<file path="src/rtl/serial_adder.sv">
// Bit-serial adder: one full adder and a carry flip-flop process one bit per clock, LSB first.
// Optional subtract mode (sub port, a - b) is compiled in when SERIAL_ADDER_SUB_EN is defined.
module serial_adder #(
  parameter int WIDTH = 8
) (
  input  logic             clk,
  input  logic             rst_n,
  input  logic             start,
  input  logic [WIDTH-1:0] a,
  input  logic [WIDTH-1:0] b,
  input  logic             cin,
`ifdef SERIAL_ADDER_SUB_EN
  input  logic             sub,
`endif
  output logic             busy,
  output logic             done,
  output logic [WIDTH-1:0] sum,
  output logic             cout,
  output logic             ovf
);

  localparam int CW = (WIDTH > 1) ? $clog2(WIDTH) : 1;

  typedef enum logic [1:0] {IDLE, RUN, DONE} state_t;

  state_t           state;
  logic [WIDTH-1:0] a_sh;
  logic [WIDTH-1:0] b_sh;
  logic [WIDTH-1:0] res_sh;
  logic             carry;
  logic [CW-1:0]    cnt;

  logic             sub_sel;
  logic [WIDTH-1:0] b_load;
  logic             c_load;
  logic             sum_bit;
  logic             carry_next;
  logic [WIDTH:0]   res_cat;
  logic [WIDTH-1:0] res_next;
  logic             last_bit;

`ifdef SERIAL_ADDER_SUB_EN
  assign sub_sel = sub;
`else
  assign sub_sel = 1'b0;
`endif

  // Subtraction is a + ~b + 1, so only the loaded operand and initial carry differ.
  assign b_load = sub_sel ? ~b : b;
  assign c_load = sub_sel ? 1'b1 : cin;

  assign sum_bit    = a_sh[0] ^ b_sh[0] ^ carry;
  assign carry_next = (a_sh[0] & b_sh[0]) | (b_sh[0] & carry) | (a_sh[0] & carry);

  // New sum bit enters at the MSB; the concatenate-and-shift form also holds for WIDTH=1.
  assign res_cat  = {sum_bit, res_sh} >> 1;
  assign res_next = res_cat[WIDTH-1:0];
  assign last_bit = (cnt == CW'(WIDTH - 1));

  // NOTE: all state below uses non-blocking assignments so every register samples
  // pre-edge values; blocking here would let later lines see half-updated state.
  always_ff @(posedge clk) begin
    if (!rst_n) begin
      state  <= IDLE;
      a_sh   <= '0;
      b_sh   <= '0;
      res_sh <= '0;
      carry  <= 1'b0;
      cnt    <= '0;
      busy   <= 1'b0;
      done   <= 1'b0;
      sum    <= '0;
      cout   <= 1'b0;
      ovf    <= 1'b0;
    end else begin
      case (state)
        IDLE: begin
          if (start) begin
            a_sh  <= a;
            b_sh  <= b_load;
            carry <= c_load;
            cnt   <= '0;
            busy  <= 1'b1;
            state <= RUN;
          end
        end
        RUN: begin
          a_sh   <= a_sh >> 1;
          b_sh   <= b_sh >> 1;
          res_sh <= res_next;
          carry  <= carry_next;
          cnt    <= cnt + CW'(1);
          if (last_bit) begin
            // carry still holds the carry into the MSB at this point.
            sum   <= res_next;
            cout  <= carry_next;
            ovf   <= carry ^ carry_next;
            busy  <= 1'b0;
            done  <= 1'b1;
            state <= DONE;
          end
        end
        DONE: begin
          done  <= 1'b0;
          state <= IDLE;
        end
        default: begin
          busy  <= 1'b0;
          done  <= 1'b0;
          state <= IDLE;
        end
      endcase
    end
  end

endmodule

</file>
<file path="config.mk">
export PLATFORM = sky130hd
export DESIGN_NAME = serial_adder
export DESIGN_NICKNAME = d
export VERILOG_FILES = /design/src/rtl/serial_adder.sv
export SDC_FILE = /design/constraint.sdc
export NUM_CORES = 1
export LEC_CHECK = 0
export CAP_MARGIN = 5
export CORE_MARGIN = 3
export CORE_UTILIZATION = 55
export CTS_CLUSTER_SIZE = 16
export DETAILED_ROUTE_END_ITERATION = 7
export GPL_ROUTABILITY_DRIVEN = 0
export PLACE_DENSITY = 0.81
export SYNTH_ARGS = -nofsm -noshare
export SYNTH_HDL_FRONTEND = slang
export SYNTH_SLANG_ARGS = --single-unit
</file>
<file path="constraint.sdc">
create_clock -name clk -period 2.1 [get_ports clk]
set_clock_uncertainty 0.1 [all_clocks]
set_input_delay 0.42 -clock clk [delete_from_list [all_inputs] [get_ports clk]]
set_output_delay 0.42 -clock clk [all_outputs]
set_load 0.02 [all_outputs]
</file>
Word-level counts from Yosys, hierarchy flattened
Cells that the tools add are included.

Register bits after elaboration: 42.

Add/subtract/negate cells: 1. Equal/unequal tests: 5. Mux-type cells: 16. Bitwise gates (word level): 10. Reduce and logical (&&, ||, !) cells: 7.

Operator list (count): $pmux W8 S2 (2); $mux W8 (2); $reduce_and A2 Y1 (4); $pmux W3 S2 (1); $mux W1 (4); $mux W2 (2); $ne A2 B2 Y1 const B (2); $pmux W1 S2 (2); $pmux W2 S2 (1); $add A3 B1 Y3 const B (1); $and A1 B1 Y1 (3); $eq A3 B3 Y1 const B (1); $mux W3 (1); $pmux W1 S3 (1); $reduce_and A3 Y1 (1); $xor A1 B1 Y1 (3); $eq A2 B1 Y1 const B (1); $eq A2 B2 Y1 const B (1); $logic_not A2 Y1 (1); $not A1 Y1 (2); $or A1 B1 Y1 (2); $reduce_bool A2 Y1 (1).

Longest topological paths before layout
Gate-level depths: netlist (run 1).

Depth after elaboration: 4. Mapped depth: 6. Mapped depth without buffers: 5.

Worst setup path after synthesis (run 1)
No wires, ideal clock.

Path kind: input to register. Start point: in rst_n. End point: reg a_sh[0]. Arrival: 1244 ps. Data required time: 1933 ps. Setup slack: 689 ps. Stages on the path: 4. Path through: clkbuf_2 -> or3b_4 -> buf_6 -> o21ai_2.

RTL lines: start: declaration (RTL line 7) `input logic rst_n,`; end signal: assignment (RTL line 88) `a_sh <= a_sh >> 1;`; end: declaration (RTL line 27) `logic [WIDTH-1:0] a_sh;`.

Worst setup path after layout (run 1)
Start point: reg sum[3]. End point: out sum[3].

RTL lines: start: declaration (RTL line 17) `output logic [WIDTH-1:0] sum,`; start signal: assignment (RTL line 95) `sum <= res_next;`.

No word-level cell between the ends.

==> out/qor.txt, run 1 <==
LOGIC SYNTHESIS
---------------------------------------------------------------------------------
Sequential share of the synthesized area                                    46.2%
Cell type with the highest aggregate area in the netlist                  dfxtp_1
Number of library cell types mapped by synthesis                               31
Number of register bits inferred by synthesis                                  41
Area share of the largest cell type after synthesis                         46.2%
Cells after Synth                                                             186
Cell Area, Synth                                                       1780 sq um
Syn Nets                                                                      209
YS warnings                                                                     0
Synth top area cells                                                 dfxtp_1 46%, mux2i_1 9.0%, o211ai_1 6.3%, nand3_1 5.6%, nand2_1 5.5%
Mean instance size in the synthesized netlist                          9.56 sq um

DIE
---------------------------------------------------------------------------------
Die width                                                                 62.9 um
Number of placement rows                                                       20
Die height                                                                62.9 um
Count of pins on the block boundary                                            32
Die area                                                               3950 sq um
Effective utilization at floorplan                                          57.8%
Core Box Area                                                          3080 sq um

SETUP PATH
---------------------------------------------------------------------------------
Number of buffer and inverter stages on the critical path                       1
Kind of cell adding the most delay to the critical path              buffers and inverters
Register-to-Register Setup Slack                                          0.52 ns
Crit. End Element                                                    primary output
Reg-to-Reg Start                                                     cnt[0]$_SDFFE_PN0P_
Worst R2R End                                                        ovf$_SDFFE_PN0P_
Signal arrival time at the worst endpoint                                 1.30 ns
Chain of cells forming the critical path                             clkdlybuf4s50_1
Setup CP Type                                                             reg2out
Crit-path max cell delay                                                  0.61 ns
Worst reg2reg path depth                                                        5
Worst endpoint required time                                              1.58 ns
Critical-path cell with the highest stage delay                      clkdlybuf4s50_1
Biggest fanout along the worst timing path                                      2
Worst Setup Start Kind                                                  flip-flop

POWER AND IR DROP
---------------------------------------------------------------------------------
Share of total power in sequential cells                                    56.0%
Part of the total power dissipated in combinational logic                   11.6%
Worst vdd rail ir drop                                                 0.000447 V
Net switching fraction of the power                                         22.9%
Clock group share of total power                                            32.5%
Leakage Power                                                            0.834 nW
Internal power component                                                  1.14 mW
Pwr/cell area                                                         679 nW/um^2
Sw Pwr                                                                   0.340 mW

FINAL LAYOUT
---------------------------------------------------------------------------------
Final core utilization                                                      70.9%
Net count, final                                                              236
Fraction of layout cells with a size suffix above 1                         11.7%
Syn-to-layout area delta                                                    22.7%
Area of combinational cells with multiple inputs                        868 sq um
Fillers                                                                       253
Register Area                                                           821 sq um
Number of antenna cells inserted                                                0

ROUTING
---------------------------------------------------------------------------------
Overall via count from detail_route                                          1414
Wire length per cell                                                      12.7 um
# DRC                                                                           0
Post-route antenna net violation count                                          0
Total wirelength of the detailed-routed design                            3.26 mm
Number of optimization iterations in the first detailed-route pass              4
First DRT Iteration DRCs                                                       76
Via count normalized by instance count                                       5.50

CLOCK TREE
---------------------------------------------------------------------------------
Setup repair bufs after CTS                                                     0
Buffer depth of the longest clock path                                          2
Clock latency on the worst-skew pair                                      0.34 ns
Quantity of gates resized following cts                                         0
Number of buffers added by the clock tree synthesis step                        5
Clock tree from TritonCTS                                                     yes
Clock root buffer master                                                 clkbuf_4
Clock transition at the registers of the reported paths                   0.11 ns
CTS Sinks                                                                      41
H-tree depth reported by CTS                                                    2
Total of hold buffers inserted after clock tree synthesis                       0

GLOBAL ROUTING
---------------------------------------------------------------------------------
Wire length of the first global-routing pass                              5.84 mm
Total grt overflow                                                              0
GRT Total Usage                                                             17.8%
Number of antenna violations at the first check in global routing               0
Pin count of the biggest net entering global routing                           54
Number of global-route vias before repair                                    1342

TIMING
---------------------------------------------------------------------------------
FMAX                                                                      551 MHz
Max-Slew Margin vs Limit                                                    73.1%
Number of endpoints failing setup at the final stage                            0
Final hold vios                                                                 0
Unrepaired setup endpoints after global routing                                no
Total negative slack for setup checks                                        0 ns
Slew Viols, Final                                                               0
Crit path time final                                                      1.82 ns
Worst-case hold slack                                                    0.357 ns
Transition time of the tightest slew-check pin                           0.402 ns
Period utilisation layout                                                   86.5%

RUN
---------------------------------------------------------------------------------
Max_cap viols                                                                   0

RUN STATUS
---------------------------------------------------------------------------------
Status                                                                  completed

WORST HOLD PATH
---------------------------------------------------------------------------------
Hold worst-path end                                                  sum[4]$_SDFFE_PN0P_
Launch point of the worst hold path                                  sum[4]$_SDFFE_PN0P_
Cell count of the worst hold path                                               2
Hold crit path type                                                       reg2reg

PLACEMENT
---------------------------------------------------------------------------------
Number of buffers inserted by port buffering                                   31
HPWL after detailed placement                                             2.27 mm

state kept, by name, summed over array words and instances, names as in the netlist:
| signal | flops |
|---|---|
| state | 2 |
| busy | 1 |
| ovf | 1 |
| cnt | 3 |
| b_sh | 8 |
| a_sh | 8 |
| cout | 1 |
| done | 1 |
| carry | 1 |
| res_sh | 7 |
| sum | 8 |
per-stage QoR:
step | cells | instance area, sq um | setup slack, ns | power [mW]
finish | 257 | 2180 | 0.284 | 1.48
detailed placement | 250 | 2110 | 0.183 | 1.02
CTS | 257 | 2180 | 0.265 | 1.50
global placement | 250 | 2110 | 0.233 | 1.01
global route | 257 | 2180 | 0.207 | 1.54
floorplan | 186 | 1780 | 0.689 | 0.957
worst reg2reg max path: stages, from the launching register on:
cell and delay [ns]:
dfxtp_1 0.37, ha_1 0.16, ha_1 0.20, and3b_1 0.42, nand2_1 0.09, o211a_1 0.13
layout make-up:
type,instances,area share (%)
sequential,41,37.6
timing repair buffer,36,16.5
multi-input combinational,128,39.8
clock buffer,5,1.72
inverter,1,0.172
clock inverter,2,1.61
tap,44,2.52
how the worst max path moves through the flow:
| stage | startpoint | cells past startpoint | slack [ns] | endpoint |
|---|---|---|---|---|
| 6_report | sum[3]$_SDFFE_PN0P_ | 1 | 0.28 | sum[3] |
| 5_1_grt | sum[3]$_SDFFE_PN0P_ | 1 | 0.21 | sum[3] |
| 4_1_cts | done$_SDFFE_PN0P_ | 1 | 0.27 | done |
| 3_5_place_dp | start | 4 | 0.18 | b_sh[0]$_SDFFE_PN0P_ |
| 3_3_place_gp | start | 4 | 0.23 | b_sh[1]$_SDFFE_PN0P_ |
| 2_1_floorplan | rst_n | 4 | 0.69 | a_sh[0]$_SDFFE_PN0P_ |
metal layers:
| layer | vias up | track usage (%) | routed length, um |
|---|---|---|---|
| li1 | 722 | - | - |
| met2 | 31 | 29.8 | 1550 |
| met5 | - | 0 | 0 |
| met3 | 5 | 4.86 | 137 |
| met4 | 0 | 4.96 | 40 |
| met1 | 656 | 22.5 | 1530 |
power groups by stage:
stage / registers [mW] / logic (mW) / clock network, mW
global placement: 0.845 / 0.168 / 0
finish: 0.829 / 0.171 / 0.481
floorplan: 0.843 / 0.114 / 0
CTS: 0.829 / 0.173 / 0.493
detailed placement: 0.847 / 0.172 / 0
global route: 0.833 / 0.187 / 0.522
kinds of logic after synthesis:
group | count (synthesis) | synth area share [%]
AND/OR/NAND/NOR | 59 | 16.9
flip-flops | 41 | 46.2
adder cells (fa/ha/maj) | 3 | 2.53
AO/OA/AOI/OAI | 49 | 19.9
multiplexers | 16 | 9.01
buffers and inverters | 17 | 5.00
XOR/XNOR | 1 | 0.493
cells in the final DEF, fill, tap and decap left out, types with 2 or more instances in the layout:
cell             synthesis  final
mux2i_1                 16     16
o211ai_1                15     15
o21ai_2                 10     10
clkbuf_4                 0      5
ha_1                     2      2
nand3_1                 20     20
dfxtp_1                 41     41
clkdlybuf4s50_1          0     31
nand2b_1                 2      2
buf_4                    3      4
nand4bb_1                2      2
o21ai_0                 11     11
a21boi_0                10     10
nand2_1                 26     26
synth_stat cells (all sizes together):
cell,count
fa,1
nor2,2
nand2,26
nor2b,1
a21boi,10
buf,8
inv,1
o211a,1
xnor2,1
and3b,1
nand2b,2
a31o,1
o211ai,15
a21oi,1
clkbuf,8
nor4bb,1
nor3b,1
or3b,1
nand3b,1
ha,2
o21ai,21
nand3,20
mux2i,16
nand4bb,2
dfxtp,41
and2,1
Power figures use the tool's default switching activity.
==> run 2, diff against run 1 <==
Settings changed: SKIP_CTS_REPAIR_TIMING set to 1.
==> results of run 2 <==
The final DEF is identical to that of run 1; final timing and power are the same.
==> run 3, diff against run 2 <==
Settings changed: CELL_PAD_IN_SITES_DETAIL_PLACEMENT set to 1, CELL_PAD_IN_SITES_GLOBAL_PLACEMENT set to 2, CORE_UTILIZATION 55 to 34.
==> run 3 against run 2 <==
- count of clock-buffer cells in the layout stayed put
- wire length is 28% higher
- critical path depth is 2 higher
- highest routed layer unchanged
- sequential cell count stayed put
- core utilization is 24 points lower
- design area is 4.1% higher
- global-route usage is 3.3 points lower
- clock power is 57% higher
==> out/qor.txt, run 3 (synthesis results as in run 1) <==
TIMING
---------------------------------------------------------------------------------
Max-Slew Margin vs Limit                                                    51.2%
Final hold vios                                                                 0
Slew Viols, Final                                                               0
Crit path time final                                                      1.79 ns
Unrepaired setup endpoints after global routing                                no
Number of endpoints failing setup at the final stage                            0
Total negative slack for setup checks                                        0 ns
Worst-case hold slack                                                    0.353 ns
FMAX                                                                      560 MHz
Period utilisation layout                                                   85.0%
Transition time of the tightest slew-check pin                           0.730 ns

SETUP PATH
---------------------------------------------------------------------------------
Worst Setup Start Kind                                                  flip-flop
Setup CP Type                                                             reg2reg
Worst endpoint required time                                              2.22 ns
Biggest fanout along the worst timing path                                     11
Crit. End Element                                                       flip-flop
Signal arrival time at the worst endpoint                                 1.91 ns
Register-to-Register Setup Slack                                          0.31 ns

CLOCK TREE
---------------------------------------------------------------------------------
Clock transition at the registers of the reported paths                   0.08 ns
CTS Sinks                                                                      41
H-tree depth reported by CTS                                                    2
Number of buffers added by the clock tree synthesis step                        5
Clock root buffer master                                                 clkbuf_8
Buffer depth of the longest clock path                                          2
Clock latency on the worst-skew pair                                      0.30 ns
Clock tree from TritonCTS                                                     yes

RUN
---------------------------------------------------------------------------------
Max_cap viols                                                                   0

ROUTING
---------------------------------------------------------------------------------
Number of optimization iterations in the first detailed-route pass              4
Via count normalized by instance count                                       5.16
Total wirelength of the detailed-routed design                            4.18 mm
# DRC                                                                           0
Wire length per cell                                                      14.9 um
First DRT Iteration DRCs                                                       68
Overall via count from detail_route                                          1450
Post-route antenna net violation count                                          0

POWER AND IR DROP
---------------------------------------------------------------------------------
Pwr/cell area                                                         776 nW/um^2
Part of the total power dissipated in combinational logic                    9.9%
Internal power component                                                  1.37 mW
Worst vdd rail ir drop                                                 0.000317 V
Net switching fraction of the power                                         22.2%
Clock group share of total power                                            42.9%
Sw Pwr                                                                   0.392 mW
Post-route total power                                                    1.76 mW
Leakage Power                                                            0.861 nW
Share of total power in sequential cells                                    47.2%

FINAL LAYOUT
---------------------------------------------------------------------------------
Final core utilization                                                      46.5%
Registers with the highest flip-flop counts                          a_sh x8, b_sh x8, sum x8
Fraction of layout cells with a size suffix above 1                         12.1%
Commonest cells after routing, fill and taps aside                   41 x dfxtp_1, 31 x clkdlybuf4s50_1, 26 x nand2_1, 20 x nand3_1, 16 x mux2i_1
Most common library cell in the layout ignoring fill and taps             dfxtp_1
Syn-to-layout area delta                                                    27.7%
Net count, final                                                              236
Number of antenna cells inserted                                                0

GLOBAL ROUTING
---------------------------------------------------------------------------------
Pin count of the biggest net entering global routing                           54
Number of antenna violations at the first check in global routing               0
GRT Total Usage                                                             14.6%
Total grt overflow                                                              0
Number of global-route vias before repair                                    1493
Wire length of the first global-routing pass                              7.07 mm

DIE
---------------------------------------------------------------------------------
Count of pins on the block boundary                                            32
Die area                                                               6130 sq um
Core Box Area                                                          4880 sq um
Die width                                                                 78.3 um
Effective utilization at floorplan                                          36.4%
Die height                                                                78.3 um
Number of placement rows                                                       25

PLACEMENT
---------------------------------------------------------------------------------
Number of buffers inserted by port buffering                                   31
HPWL after detailed placement                                             2.85 mm

WORST HOLD PATH
---------------------------------------------------------------------------------
Hold crit path type                                                       reg2reg

RUN STATUS
---------------------------------------------------------------------------------
Status                                                                  completed

==> run 3: cell types whose count changed in the layout (fill, tap and decap cells not counted) <==
cell       before  now
clkbuf_8        0    5
clkbuf_4        5    0
bufinv_16       1    2
==> run 3: critical path, cell delays in order, from the launching register on <==
cell and delay [ns]:
dfxtp_1 0.61, nor2b_1 0.66, o21ai_0 0.18, a21oi_1 0.15
==> run 3: through the flow <==
stage	setup WS (ns)	cell area (sq um)	cells
6_report	0.314	2270	281
4_1_cts	0.301	2270	281
3_3_place_gp	0.282	2140	273
2_1_floorplan	0.689	1780	186
5_1_grt	0.0817	2270	281
3_5_place_dp	0.202	2140	273
==> run 3: worst paths after layout <==
| check | cells past startpoint | endpoint | from |
|---|---|---|---|
| setup / recovery | 3 | cnt[0]$_SDFFE_PN0P_ | state[0]$_SDFFE_PN0P_ |
| hold / removal | 2 | sum[0]$_SDFFE_PN0P_ | sum[0]$_SDFFE_PN0P_ |
| setup reg to reg | 3 | cnt[0]$_SDFFE_PN0P_ | state[0]$_SDFFE_PN0P_ |
| hold reg to reg | 2 | sum[0]$_SDFFE_PN0P_ | sum[0]$_SDFFE_PN0P_ |
==> run 3: final cells by class <==
type	count	area, sq um
Sequential cell	41	821
Inverter	1	3.75
Fill cell	557	2610
Clock buffer	5	68.8
Clock inverter	3	65.1
Multi-Input combinational cell	128	868
Timing Repair Buffer	36	360
Tap cell	67	83.8
==> run 3: power groups by stage <==
stage / clock network (mW) / registers (mW) / logic (mW)
floorplan: 0 / 0.843 / 0.114
global placement: 0 / 0.847 / 0.168
detailed placement: 0 / 0.851 / 0.176
CTS: 0.774 / 0.832 / 0.178
global route: 0.811 / 0.837 / 0.193
finish: 0.756 / 0.832 / 0.175
==> run 3: layer usage <==
| layer | track usage, % | wire, um |
|---|---|---|
| met1 | 18.1 | 1990 |
| met2 | 23.3 | 1940 |
| met3 | 4.70 | 174 |
| met4 | 5.77 | 73 |
| met5 | 0 | 0 |
